===== src/rtl/boa_pmu_pkg.sv =====
// boa_pmu_pkg: PMU state encoding shared with LED/debug decode,
// plus width helpers for the hold/drain and debounce counters.
package boa_pmu_pkg;

  localparam logic [1:0] PMU_ENC_RESET = 2'd0;
  localparam logic [1:0] PMU_ENC_RUN   = 2'd1;
  localparam logic [1:0] PMU_ENC_DRAIN = 2'd2;
  localparam logic [1:0] PMU_ENC_OFF   = 2'd3;

  typedef enum logic [1:0] {
    PMU_RESET = PMU_ENC_RESET,
    PMU_RUN   = PMU_ENC_RUN,
    PMU_DRAIN = PMU_ENC_DRAIN,
    PMU_OFF   = PMU_ENC_OFF
  } pmu_state_t;

  function automatic int unsigned max_u(
    input int unsigned a,
    input int unsigned b
  );
    return (a > b) ? a : b;
  endfunction

  function automatic int unsigned cnt_w(
    input int unsigned n
  );
    return (n > 1) ? $clog2(n) : 1;
  endfunction

endpackage


===== src/rtl/boa_pmu_if.sv =====
// boa_pmu_if: core-to-PMU request bus (reset and shutdown levels).
// The core is the master; the PMU controller is the slave.
interface boa_pmu_if;
  logic rst_req;
  logic shdn_req;

  modport master (
    output rst_req,
    output shdn_req
  );

  modport slave (
    input rst_req,
    input shdn_req
  );
endinterface


===== src/rtl/boa_debounce.sv =====
// boa_debounce: 2-flop synchroniser, stability counter and
// registered rising-edge pulse for one raw button input.
module boa_debounce
  import boa_pmu_pkg::*;
#(
  parameter int unsigned CYCLES = 100000
) (
  input  logic clk,
  input  logic rst_n,
  input  logic btn_i,
  output logic level_o,
  output logic press_o
);

  localparam int unsigned CW = cnt_w(CYCLES);
  localparam logic [CW-1:0] LAST = CW'(CYCLES - 1);

  logic          sync1_q, sync1_d;
  logic          sync2_q, sync2_d;
  logic          level_q, level_d;
  logic          press_q, press_d;
  logic [CW-1:0] cnt_q, cnt_d;

  always_comb begin
    sync1_d = btn_i;
    sync2_d = sync1_q;
    level_d = level_q;
    cnt_d   = '0;
    // count consecutive samples that disagree with the accepted level
    if (sync2_q != level_q) begin
      if (cnt_q == LAST) begin
        level_d = sync2_q;
      end else begin
        cnt_d = cnt_q + CW'(1);
      end
    end
    press_d = level_d & ~level_q;
  end

  always_ff @(posedge clk or negedge rst_n) begin
    if (!rst_n) begin
      sync1_q <= 1'b0;
      sync2_q <= 1'b0;
      level_q <= 1'b0;
      press_q <= 1'b0;
      cnt_q   <= '0;
    end else begin
      sync1_q <= sync1_d;
      sync2_q <= sync2_d;
      level_q <= level_d;
      press_q <= press_d;
      cnt_q   <= cnt_d;
    end
  end

  assign level_o = level_q;
  assign press_o = press_q;

endmodule


===== src/rtl/boa_pmu_ctl.sv =====
// boa_pmu_ctl: CPU reset/shutdown/clock-gate sequencer.
// Optional BOA_PMU_WAKE_EN adds a wake button that resumes from OFF.
module boa_pmu_ctl
  import boa_pmu_pkg::*;
#(
  parameter int unsigned DEBOUNCE_CYCLES = 100000,
  parameter int unsigned RST_HOLD_CYCLES = 16,
  parameter int unsigned DRAIN_CYCLES    = 4
) (
  input  logic       clk,
  input  logic       rst_n,
  boa_pmu_if.slave   pmu_bus,
  input  logic       btn_rst,
  input  logic       btn_wake,
  output logic       cpu_rst,
  output logic       clk_en,
  output logic [1:0] pmu_state
);

  localparam int unsigned MAXC =
    max_u(RST_HOLD_CYCLES, DRAIN_CYCLES);
  localparam int unsigned CNT_W = $clog2(MAXC + 1);
  localparam logic [CNT_W-1:0] HOLD_LAST =
    CNT_W'(RST_HOLD_CYCLES - 1);
  localparam logic [CNT_W-1:0] DRAIN_LAST =
    CNT_W'(DRAIN_CYCLES);

  pmu_state_t       state_q, state_d;
  logic [CNT_W-1:0] cnt_q, cnt_d;
  logic             cpu_rst_q, cpu_rst_d;
  logic             clk_en_q, clk_en_d;
  logic [1:0]       pst_q, pst_d;

  logic rst_lvl;
  logic rst_press;
  logic wake_press;
  logic rst_evt;

  boa_debounce #(
    .CYCLES (DEBOUNCE_CYCLES)
  ) u_db_rst (
    .clk     (clk),
    .rst_n   (rst_n),
    .btn_i   (btn_rst),
    .level_o (rst_lvl),
    .press_o (rst_press)
  );

`ifdef BOA_PMU_WAKE_EN
  logic wake_level_unused;

  boa_debounce #(
    .CYCLES (DEBOUNCE_CYCLES)
  ) u_db_wake (
    .clk     (clk),
    .rst_n   (rst_n),
    .btn_i   (btn_wake),
    .level_o (wake_level_unused),
    .press_o (wake_press)
  );
`else
  logic unused_wake;
  assign unused_wake = btn_wake;
  assign wake_press  = 1'b0;
`endif

  assign rst_evt = pmu_bus.rst_req | rst_press;

  always_comb begin
    state_d = state_q;
    cnt_d   = cnt_q;
    unique case (state_q)
      PMU_RESET: begin
        // saturate at the hold limit so release can happen later
        if (cnt_q == HOLD_LAST) begin
          if (!rst_lvl && !pmu_bus.rst_req) begin
            state_d = PMU_RUN;
          end
        end else begin
          cnt_d = cnt_q + CNT_W'(1);
        end
      end
      PMU_RUN: begin
        if (rst_evt) begin
          state_d = PMU_RESET;
          cnt_d   = '0;
        end else if (pmu_bus.shdn_req) begin
          state_d = PMU_DRAIN;
          cnt_d   = '0;
        end
      end
      PMU_DRAIN: begin
        if (rst_evt) begin
          state_d = PMU_RESET;
          cnt_d   = '0;
        end else if (cnt_q == DRAIN_LAST) begin
          state_d = PMU_OFF;
        end else begin
          cnt_d = cnt_q + CNT_W'(1);
        end
      end
      PMU_OFF: begin
        // core requests are stale here: its clock is stopped
        if (rst_press) begin
          state_d = PMU_RESET;
          cnt_d   = '0;
        end else if (wake_press) begin
          state_d = PMU_RUN;
        end
      end
      default: begin
        state_d = PMU_RESET;
        cnt_d   = '0;
      end
    endcase
    cpu_rst_d = (state_d == PMU_RESET);
    clk_en_d  = (state_d != PMU_OFF);
    pst_d     = state_d;
  end

  always_ff @(posedge clk or negedge rst_n) begin
    if (!rst_n) begin
      state_q   <= PMU_RESET;
      cnt_q     <= '0;
      cpu_rst_q <= 1'b1;
      clk_en_q  <= 1'b1;
      pst_q     <= PMU_ENC_RESET;
    end else begin
      state_q   <= state_d;
      cnt_q     <= cnt_d;
      cpu_rst_q <= cpu_rst_d;
      clk_en_q  <= clk_en_d;
      pst_q     <= pst_d;
    end
  end

  assign cpu_rst   = cpu_rst_q;
  assign clk_en    = clk_en_q;
  assign pmu_state = pst_q;

endmodule


===== src/flat_wrapper.sv =====
// flat-port wrapper written by rule: the top's interface ports become plain ports
module boa_pmu_ctl_flat import boa_pmu_pkg::*;
#(
  parameter int unsigned DEBOUNCE_CYCLES = 100000,
  parameter int unsigned RST_HOLD_CYCLES = 16,
  parameter int unsigned DRAIN_CYCLES    = 4
)
  (clk, rst_n, btn_rst, btn_wake, cpu_rst, clk_en, pmu_state, pmu_bus_rst_req, pmu_bus_shdn_req);
  boa_pmu_if pmu_bus_i ();
  input  logic clk;
  input  logic rst_n;
  input  logic btn_rst;
  input  logic btn_wake;
  output logic cpu_rst;
  output logic clk_en;
  output logic [1:0] pmu_state;
  input wire logic [$bits(pmu_bus_i.rst_req)-1:0] pmu_bus_rst_req;
  input wire logic [$bits(pmu_bus_i.shdn_req)-1:0] pmu_bus_shdn_req;
  assign pmu_bus_i.rst_req = pmu_bus_rst_req;
  assign pmu_bus_i.shdn_req = pmu_bus_shdn_req;
  boa_pmu_ctl #(.DEBOUNCE_CYCLES(DEBOUNCE_CYCLES), .RST_HOLD_CYCLES(RST_HOLD_CYCLES), .DRAIN_CYCLES(DRAIN_CYCLES)) u_core (.clk(clk), .rst_n(rst_n), .pmu_bus(pmu_bus_i), .btn_rst(btn_rst), .btn_wake(btn_wake), .cpu_rst(cpu_rst), .clk_en(clk_en), .pmu_state(pmu_state));
endmodule

===== config.mk =====
export PLATFORM = sky130hd
export DESIGN_NAME = boa_pmu_ctl_flat
export DESIGN_NICKNAME = d
export VERILOG_FILES = /design/src/rtl/boa_pmu_pkg.sv /design/src/rtl/boa_pmu_if.sv /design/src/rtl/boa_debounce.sv /design/src/rtl/boa_pmu_ctl.sv /design/src/flat_wrapper.sv
export SDC_FILE = /design/constraint.sdc
export NUM_CORES = 1
export LEC_CHECK = 0
export BUFFER_PORTS_ARGS = -buffer_cell sky130_fd_sc_hd__buf_2
export CAP_MARGIN = 10
export CORE_MARGIN = 4
export CORE_UTILIZATION = 25
export CTS_CLUSTER_SIZE = 20
export DETAILED_ROUTE_END_ITERATION = 8
export GPL_TIMING_DRIVEN = 0
export HOLD_SLACK_MARGIN = 0.15
export PLACE_DENSITY = 0.4
export SLEW_MARGIN = 25
export SYNTH_ARGS = -nofsm -noshare
export SYNTH_HDL_FRONTEND = slang
export SYNTH_SLANG_ARGS = --single-unit

===== constraint.sdc =====
create_clock -name clk -period 2.2 [get_ports clk]
set_input_delay 0.22 -clock clk [delete_from_list [all_inputs] [get_ports clk]]
set_output_delay 0.22 -clock clk [all_outputs]
set_load 0.005 [all_outputs]

=== Word level (Yosys, flattened, before mapping) ===
Cells that the tools add are included.

* Bits in registers: 30
* Output and inout bits: 4
* Logic and storage cells: 51

* Eq/ne operators: 12
* Add/subtract/negate cells: 2
* Mux-type cells: 19
* Bitwise operators: 3
* Reductions and logical operators: 6

{| class="wikitable"
|+ Operator list
! kind !! count
|-
| $mux 17 || 2
|-
| $mux 5 || 6
|-
| $pmux 5 s4 || 1
|-
| $add 17x1->17 const B || 1
|-
| $eq 17x17->1 const B || 1
|-
| $mux 2 || 7
|-
| $pmux 2 s4 || 1
|-
| $ne 2x2->1 const B || 3
|-
| $ne 3x2->1 const B || 2
|-
| $add 5x1->5 const B || 1
|-
| $eq 5x3->1 const B || 1
|-
| $eq 5x4->1 const B || 1
|-
| $eq 2x2->1 const B || 2
|-
| $logic_not 2->1 || 2
|-
| $reduce_and 4->1 || 1
|-
| $eq 2x1->1 const B || 1
|-
| $logic_not 1->1 || 2
|-
| $mux 1 || 2
|-
| $and 1x1->1 || 1
|-
| $logic_and 1x1->1 || 1
|-
| $ne 1x1->1 || 1
|-
| $not 1->1 || 1
|-
| $or 1x1->1 || 1
|}

=== Logic depth before layout (Yosys ltp) ===
Gate-level depths: netlist of run 1.

* Word-level depth: 6
* Mapped depth: 6
* Mapped depth without buffers: 6

=== Cells and area by module ===
From an unflattened synthesis of run 1, not the netlist that was laid out.

* Cell total of the unflattened synthesis: 143
* Area total of the unflattened synthesis: 1,525.2 um^2

{| class="wikitable"
|+ By module, submodules not included
! module !! times used !! cells each !! area an instance (um^2)
|-
| boa_debounce || 1 || 93 || 1,007.2
|-
| boa_pmu_ctl || 1 || 50 || 518.0
|}

=== Least setup slack after synthesis of run 1 ===
OpenSTA, ideal clock, no wires.

* Path kind: reg2reg
* Start: register u_core.cnt_q[0]
* End: register u_core.cnt_q[0]
* Path slack: 0.534 ns
* Data arrival time: 1.542 ns
* Stages on the path, launching flop included: 7
* Data required time: 2.075 ns
* Cell sequence: dfrtp_1 inv_1 ha_1 nor4bb_1 a32oi_1 nand2_1 mux2_2

* Cells in the longest elaborated chain, start to end: 4

{| class="wikitable"
|+ RTL lines
! what !! RTL line !! source
|-
| start, declared || boa_pmu_ctl.sv:29 || <nowiki>logic [CNT_W-1:0] cnt_q, cnt_d;</nowiki>
|-
| start signal, assigned || boa_pmu_ctl.sv:130 || <nowiki>cnt_q <= cnt_d;</nowiki>
|-
| $add 5x1->5 || boa_pmu_ctl.sv:80, boa_pmu_ctl.sv:99 ||
|-
| $mux 5 || boa_pmu_ctl.sv:96 || <nowiki>end else if (cnt_q == DRAIN_LAST) begin</nowiki>
|-
| $mux 5 || boa_pmu_ctl.sv:93 || <nowiki>if (rst_evt) begin</nowiki>
|-
| $pmux 5 s4 || boa_pmu_ctl.sv:72 || <nowiki>unique case (state_q)</nowiki>
|}

Several ways; a longest one is shown, not always the timed one. The select of a mux whose other input is x is not followed.
A chain may end at the register's enable or synchronous reset.

=== Final worst setup path of run 1 ===
* Start: register u_core.u_db_rst.cnt_q[9]
* End: register u_core.u_db_rst.cnt_q[6]

* Cells in the longest elaborated chain, start to end: 3

{| class="wikitable"
|+ RTL lines
! what !! RTL line !! source
|-
| start, declared || boa_debounce.sv:22 || <nowiki>logic [CW-1:0] cnt_q, cnt_d;</nowiki>
|-
| start signal, assigned || boa_debounce.sv:52 || <nowiki>cnt_q <= cnt_d;</nowiki>
|-
| $eq 17x17->1 || boa_debounce.sv:31 || <nowiki>if (cnt_q == LAST) begin</nowiki>
|-
| $mux 17 || boa_debounce.sv:31 ||
|-
| $mux 17 || boa_debounce.sv:30 || <nowiki>if (sync2_q != level_q) begin</nowiki>
|-
| named net u_core.u_db_rst.cnt_d[6] || boa_debounce.sv:22 ||
|}

The timed path passes the listed nets, and every way through them passes these cells.

==> summary.md, run 1 <==
| Metric | Value |
|---|---|
| CTS buffer count | 5 |
| Cells after Synth | 144 |
| GR Util All Layers | 0.0950 |
| Seq/Total Area, Yosys | 0.508 |
| Max cap viols | 0 |
| Hold Fails Final Rpt | 0 |
| RSZ-0062 raised after global routing | no |
| Vias per inst | 4.65 |
| Top reg by flops | u_core.u_db_rst.cnt_q |
| GPL Wtd Cong | 0.708 |
| Synth unique cells | 36 |
| WP data arrival | 2.10 ns |
| Core area | 5640 sq um |
| DRT Wirelength | 2970 um |
| Iteration count of the initial detailed-routing pass | 4 |
| Number of fill cells in the layout | 598 |
| Inserted Diodes | 0 |
| CTS Root Cell | clkbuf_8 |
| Worst Path Max Fanout | 10 |
| Syn-to-layout area delta | 17.5% |
| Syn nets | 154 |
| Maximum VDD drop | 0.000284 V |
| Seq cells post-synth | 30 |
| Critical Path RT | 2.37 ns |
| Largest regs | u_core.u_db_rst.cnt_q x17, u_core.cnt_q x5, u_core.state_q x2 |
| H-tree lvl count | 2 |
| Setup tns final | 0 ns |
| Post-synth EDFFs | 0 |
| DR WL/cell | 12.7 um |
| Post-synth ARST share | 1.00 |
| Initial Util | 0.263 |
| Status | complete, no violations |
| First-pass GRT wire length | 5490 um |
| Worst skew pair latency | 0.28 ns |
| Worst-path cell with the longest stage delay | nor4bb_1 |
| Grt total ovfl | 0 |
| Die area | 7230 sq um |
| Largest net degree at the start of global routing | 31 |
| Worst relative slew slack | 0.542 |
| Via Count | 1088 |
| Leakage | 0.738 nW |
| Ys Warns | 0 |
| Die H | 85.0 um |
| DR DRC count | 0 |
| DIE WIDTH | 85.0 um |
| Top cell type's share of synthesized area | 0.472 |
| Worst-path clk slew | 0.07 ns |
| Largest stage delay, worst path | 0.46 ns |
| Ports | 10 |
| Main flop type after synthesis | dfrtp_1 |
| Worst Setup Start Kind | flip-flop |
| Max clock buf depth | 2 |
| Cell Area, Synth | 1480 sq um |
| Max-slew violations | 0 |
| Max reg flops | 17 |
| Nets | 171 |
| Max frequency | 517 MHz |
| Clock skew | 0.00499 ns |
| Critical path endpoint category | flip-flop |
| Layout Utilization | 0.309 |
| CTS tree | built |
| Vias in the first global route | 1189 |
| # setup viols final | 0 |
| Cell chain of the critical path | clkbuf_2 > nor4bb_1 > nand4_1 > nand2_1 > buf_2 > nor2_1 |
| CP Buf/Inv Count | 2 |
| Worst Tran Pin Value | 0.687 ns |
| PwrDens | 827 nW/um^2 |
| Syn avg cell area | 10.3 sq um |
| Initial DRC Count | 61 |
| HP Class | in -> reg |
| Clk sinks | 30 |
| Dpl hpwl | 2120 um |
| Port Buffers | 8 |
| Crit path time final | 1.94 ns |
| Synth area leaders | dfrtp_1, xnor2_1, nor2_1 |
| Rows | 27 |
| Initial antenna violation count | 0 |
| Fin crit share | 0.880 |
| Crit-path leading delay family | simple AND/OR/NAND/NOR gates |
| Critical path class | reg -> reg |
| Number of routed nets with antenna violations | 0 |
| Area leader, netlist | dfrtp_1 |
| Share of layout cells above drive strength 1 | 0.167 |
stage by stage:
step	std cells	power (mW)	cell area [sq um]	hold slack, ns	setup WS, ns
2_1_floorplan	144	0.843	1480	-0.0756	0.534
5_1_grt	234	1.55	1740	0.207	0.0471
4_1_cts	234	1.47	1740	0.204	0.198
3_5_place_dp	224	0.912	1610	0.307	0.198
3_3_place_gp	224	0.909	1610	0.301	0.220
6_report	234	1.44	1740	0.219	0.264
logic make-up after synthesis:
kind of cell / Yosys count / synth area share
buffers and inverters: 9 / 0.0244
AOI/OAI and AO/OA: 14 / 0.0632
adders and majority gates: 4 / 0.0337
and+or+nand+nor: 69 / 0.261
muxes: 3 / 0.0219
xor gates and xnor gates: 15 / 0.0885
DFF: 30 / 0.508
cells in the mapped netlist (3+ instances only):
library cell / number
dfrtp_1: 28
nor2_1: 20
nand2_1: 10
xnor2_1: 10
inv_1: 7
nand3_1: 7
nand4_1: 5
nor3_1: 5
nor4_1: 5
xor2_1: 5
ha_1: 4
o21ai_0: 4
and3_1: 3
nor4bb_1: 3
power by group:
part	internal [mW]	switching [mW]
Combinational	0.125	0.110
Clock	0.333	0.207
Sequential	0.613	0.0521
layout make-up:
cell class,instances,area (sq um),share of cell area
sequential,30,753,0.432
multi-input combinational,105,694,0.398
clock inverter,3,40.0,0.0230
clock buffer,5,68.8,0.0395
buffer,2,10.0,0.00574
timing repair buffer,10,60.1,0.0345
tap,72,90.1,0.0517
inverter,7,26.3,0.0151
metal layers:
metal | share of wire | routed length [um] | GRT usage
met5 | 0 | 0 | 0
met4 | 0.010 | 31 | 0.0388
met3 | 0.038 | 112 | 0.0301
met2 | 0.48 | 1440 | 0.163
met1 | 0.47 | 1390 | 0.109
path summary, 6_finish.rpt:
check / depth (start not counted) / endpoint / start / slack, ns
max: 6 / u_core.u_db_rst.cnt_q[6] / u_core.u_db_rst.cnt_q[9] / 0.26
max in group asynchronous: 2 / u_core.u_db_rst.cnt_q[4] / rst_n / 1.24
max reg2reg: 6 / u_core.u_db_rst.cnt_q[6] / u_core.u_db_rst.cnt_q[9] / 0.26
min: 2 / u_core.state_q[0] / pmu_bus_rst_req / 0.22
min reg2reg: 0 / u_core.u_db_rst.sync2_q / u_core.u_db_rst.sync1_q / 0.35
min in group asynchronous: 2 / u_core.cnt_q[3] / rst_n / 0.51
cell usage in the layout, fill, tap and decap left out, drive strengths merged:
cell type / count
dfrtp: 28
nor2: 20
nand2: 10
xnor2: 10
buf: 9
nand3: 8
inv: 7
nand4: 6
clkbuf: 6
xor2: 5
nor4: 5
nor3: 5
o21ai: 4
ha: 4
and3: 3
nor4bb: 3
a21oi: 2
mux2: 2
o211ai: 2
or3b: 2
o2bb2ai: 2
clkinv: 2
dlygate4sd3: 2
dfstp: 2
o21bai: 1
nor3b: 1
a32oi: 1
o31ai: 1
or4: 1
or3: 1
and4: 1
nor4b: 1
a21o: 1
nand3b: 1
mux2i: 1
nand2b: 1
bufinv: 1
repair_timing:
| action | 4_1_cts | 5_1_grt |
|---|---|---|
| setup buffers | 0 | 0 |
| hold buffers | 2 | 0 |
| endpoints found under the hold margin | 29 | 0 |
| resized for setup | 0 | 0 |
worst register-to-register path, delay by kind of cell (launching register included):
| family | cells | cell delay [ns] |
|---|---|---|
| flip-flops | 1 | 0.32 |
| buffers and inverters | 2 | 0.44 |
| AND/OR/NAND/NOR | 4 | 1.05 |
Note: power is estimated with default switching activity, not from simulation.
==> inputs of run 2 (changes only) <==
Settings changed: CORE_MARGIN 4 to default, SYNTH_HIERARCHICAL from default to 1.
==> summary.md, run 2 <==
| Metric | Value |
|---|---|
| Critical Path RT | 2.36 ns (was 2.37 ns) |
| Seq cells post-synth | 30 (unchanged) |
| Initial DRC Count | 23 (was 61) |
| Final Hold Slack | 0.278 ns (was 0.219 ns) |
| Post-synth ARST share | 1.00 (unchanged) |
| Clock skew | 0.00194 ns (was 0.00499 ns) |
| GRT Max-Usage Layer | met2 (unchanged) |
| Initial antenna violation count | 0 (unchanged) |
| Hold Fails Final Rpt | 0 (unchanged) |
| Dpl hpwl | 2070 um (was 2120 um) |
| Worst Tran Pin Value | 0.678 ns (was 0.687 ns) |
| Share of layout cells above drive strength 1 | 0.144 (was 0.167) |
| Initial Util | 0.259 (was 0.263) |
| First-pass GRT wire length | 5170 um (was 5490 um) |
| PwrDens | 750 nW/um^2 (was 827 nW/um^2) |
| WHS Path Cells | 2 (unchanged) |
| GR Util All Layers | 0.108 (was 0.0950) |
| Most common cell in the netlist | dfrtp_1 (unchanged) |
| Rows | 28 (was 27) |
| Worst Setup Start Kind | flip-flop (unchanged) |
| Ys Warns | 6 (was 0) |
| WHS Endpoint | u_core/pmu_state[0] (was u_core.state_q[0]) |
| R2R setup slack | 0.12 ns (was 0.26 ns) |
| Setup tns final | 0 ns (unchanged) |
| Nets | 170 (was 171) |
| Die H | 80.1 um (was 85.0 um) |
| Worst skew pair latency | 0.27 ns (was 0.28 ns) |
| CTS Root Cell | clkbuf_8 (unchanged) |
| Vias per inst | 4.63 (was 4.65) |
| Maximum VDD drop | 0.000271 V (was 0.000284 V) |
| H-tree lvl count | 2 (unchanged) |
| Number of routed nets with antenna violations | 0 (unchanged) |
| DR WL/cell | 12.6 um (was 12.7 um) |
| DRT Wirelength | 2960 um (was 2970 um) |
| Main flop type after synthesis | dfrtp_1 (unchanged) |
| DIE WIDTH | 80.1 um (was 85.0 um) |
| WP data arrival | 2.24 ns (was 2.10 ns) |
| Die area | 6420 sq um (was 7230 sq um) |
| Post-cts resize count | 0 (unchanged) |
| Largest net degree at the start of global routing | 31 (unchanged) |
| Max frequency | 481 MHz (was 517 MHz) |
| Worst-path clk slew | 0.06 ns (was 0.07 ns) |
| Syn nets | 153 (was 154) |
| Routing usage on met2 | 0.163 (about the same) |
| Fin crit share | 0.944 (was 0.880) |
| CTS buffer count | 5 (unchanged) |
| GPL Wtd Cong | 0.721 (was 0.708) |
| Grt total ovfl | 0 (unchanged) |
| Max-slew violations | 0 (unchanged) |
| Reg2reg end | u_core/u_db_rst/cnt_q[12] (was u_core.u_db_rst.cnt_q[6]) |
| Hold wc startpoint | pmu_bus_rst_req (unchanged) |
| Area leader, netlist | dfrtp_1 (unchanged) |
| Critical path endpoint category | flip-flop (unchanged) |
| Setup repair bufs after CTS | 0 (unchanged) |
| Seq/Total Area, Yosys | 0.494 (was 0.508) |
| Critical path class | reg -> reg (unchanged) |
| Vias in the first global route | 1116 (was 1189) |
| Inserted Diodes | 0 (unchanged) |
| Top cell type's share of synthesized area | 0.459 (was 0.472) |
| Max cap viols | 0 (unchanged) |
| Via Count | 1089 (was 1088) |
| Status | complete, no violations (unchanged) |
| HP Class | in -> reg (unchanged) |
| Synth unique cells | 44 (was 36) |
| Met3 usage | 0.0409 (was 0.0301) |
| Top cells by count, synth | dfrtp_1, nor2_1, xnor2_1, nand3_1 (was dfrtp_1, nor2_1, nand2_1, xnor2_1) |
| Synth area leaders | dfrtp_1, nor2_1, xnor2_1 (was dfrtp_1, xnor2_1, nor2_1) |
| Worst relative slew slack | 0.548 (was 0.542) |
| Commonest non-fill, non-tap cell in the layout | dfrtp_1 (unchanged) |
| Leakage | 0.767 nW (was 0.738 nW) |
| Cells after Synth | 143 (was 144) |
| Cell Area, Synth | 1530 sq um (was 1480 sq um) |
| Core area | 5890 sq um (was 5640 sq um) |
| DR DRC count | 0 (unchanged) |
| Syn-to-layout area delta | 15.1% (was 17.5%) |
| Post-synth EDFFs | 0 (unchanged) |
| Port Buffers | 8 (unchanged) |
| Iteration count of the initial detailed-routing pass | 4 (unchanged) |
| RSZ-0062 raised after global routing | no (unchanged) |
| Met1 usage | 0.137 (was 0.109) |
| Max clock buf depth | 2 (unchanged) |
| Ports | 10 (unchanged) |
| R2R depth | 5 (was 6) |
| # setup viols final | 0 (unchanged) |
| Clk sinks | 30 (unchanged) |
| Worst Path Max Fanout | 10 (unchanged) |
| CTS tree | built (unchanged) |
| Most frequent cells in the layout | dfrtp_1, nor2_1, xnor2_1 (was dfrtp_1, nor2_1, nand2_1, xnor2_1, buf_2) |
| Top reg by flops | u_core/u_db_rst/cnt_q (was u_core.u_db_rst.cnt_q) |
| Worst r2r src | u_core/u_db_rst/cnt_q[12] (was u_core.u_db_rst.cnt_q[9]) |
| Syn avg cell area | 10.7 sq um (was 10.3 sq um) |
| Max reg flops | 17 (unchanged) |
| Crit path time final | 2.08 ns (was 1.94 ns) |
-- run 2: cell types whose count changed in the layout (fill, tap and decap cells not counted), moves of 3 or more --
cell / previous run / this run
nor3_1: 5 / 2
nor2_1: 20 / 25
nand2_1: 10 / 5
clkbuf_1: 0 / 3
nor4bb_1: 3 / 0
-- run 2: stage by stage --
| step | total power [mW] | cells | util | worst slack [ns] | cell area, sq um |
|---|---|---|---|---|---|
| after CTS | 1.35 | 235 | 0.298 | 0.111 | 1760 |
| after floorplan | 0.852 | 143 | - | 0.272 | 1530 |
| final | 1.32 | 235 | 0.298 | 0.122 | 1760 |
| after global placement | 0.917 | 226 | 0.282 | 0.146 | 1660 |
| after global routing | 1.41 | 235 | 0.298 | 0.0543 | 1760 |
| after detailed placement | 0.927 | 226 | 0.282 | 0.117 | 1660 |
-- run 2: report_power, final --
group,internal [mW],total (mW),switching [mW]
Combinational,0.120,0.239,0.119
Clock,0.217,0.405,0.188
Sequential,0.614,0.672,0.0583
-- run 2: worst max path at each step --
| stage | from | endpoint | slack (ns) | cells past startpoint |
|---|---|---|---|---|
| global placement | u_core/u_db_rst/cnt_q[12] | u_core/u_db_rst/cnt_q[13] | 0.15 | 5 |
| finish | u_core/u_db_rst/cnt_q[12] | u_core/u_db_rst/cnt_q[12] | 0.12 | 5 |
| global route | u_core/u_db_rst/cnt_q[12] | u_core/u_db_rst/cnt_q[10] | 0.05 | 5 |
| detailed placement | u_core/u_db_rst/cnt_q[12] | u_core/u_db_rst/cnt_q[6] | 0.12 | 5 |
| floorplan | u_core/u_db_rst/cnt_q[12] | u_core/u_db_rst/level_o | 0.27 | 3 |
| CTS | u_core/u_db_rst/cnt_q[12] | u_core/u_db_rst/cnt_q[6] | 0.11 | 5 |
-- run 2: timing repair --
item                       4_1_cts  5_1_grt
hold buffers                     2        0
hold endpoints to repair        29        0
setup endpoints to repair        0        0
-- run 2: kinds of logic (layout without fill, tap and decap cells) --
group,Yosys count,after routing,synth area share
compound gates,11,11,0.0476
xor+xnor,15,15,0.0861
fa+ha+maj,4,4,0.0328
buf+inv,7,24,0.0221
flops,30,30,0.494
mux,4,4,0.0312
simple gates,72,72,0.286
-- run 2: layer usage --
layer,vias up,share of wire
met4,0,0.015
met3,4,0.035
met1,530,0.49
li1,536,-
met2,19,0.46
met5,-,0
-- run 2: cell type report --
type | count | area [sq um]
inverter | 5 | 18.8
fill | 642 | 4130
sequential | 30 | 753
clock buffer | 7 | 76.3
multi-input combinational | 106 | 738
timing repair buffer | 10 | 60.1
tap | 75 | 93.8
buffer | 2 | 15.0
-- run 2: worst max-delay path, cell delays in order, from the launching register on --
cell,delay (ns)
dfrtp_1,0.44
or4b_1,0.56
or4_4,0.60
nand2_4,0.15
buf_6,0.16
nor2_1,0.05
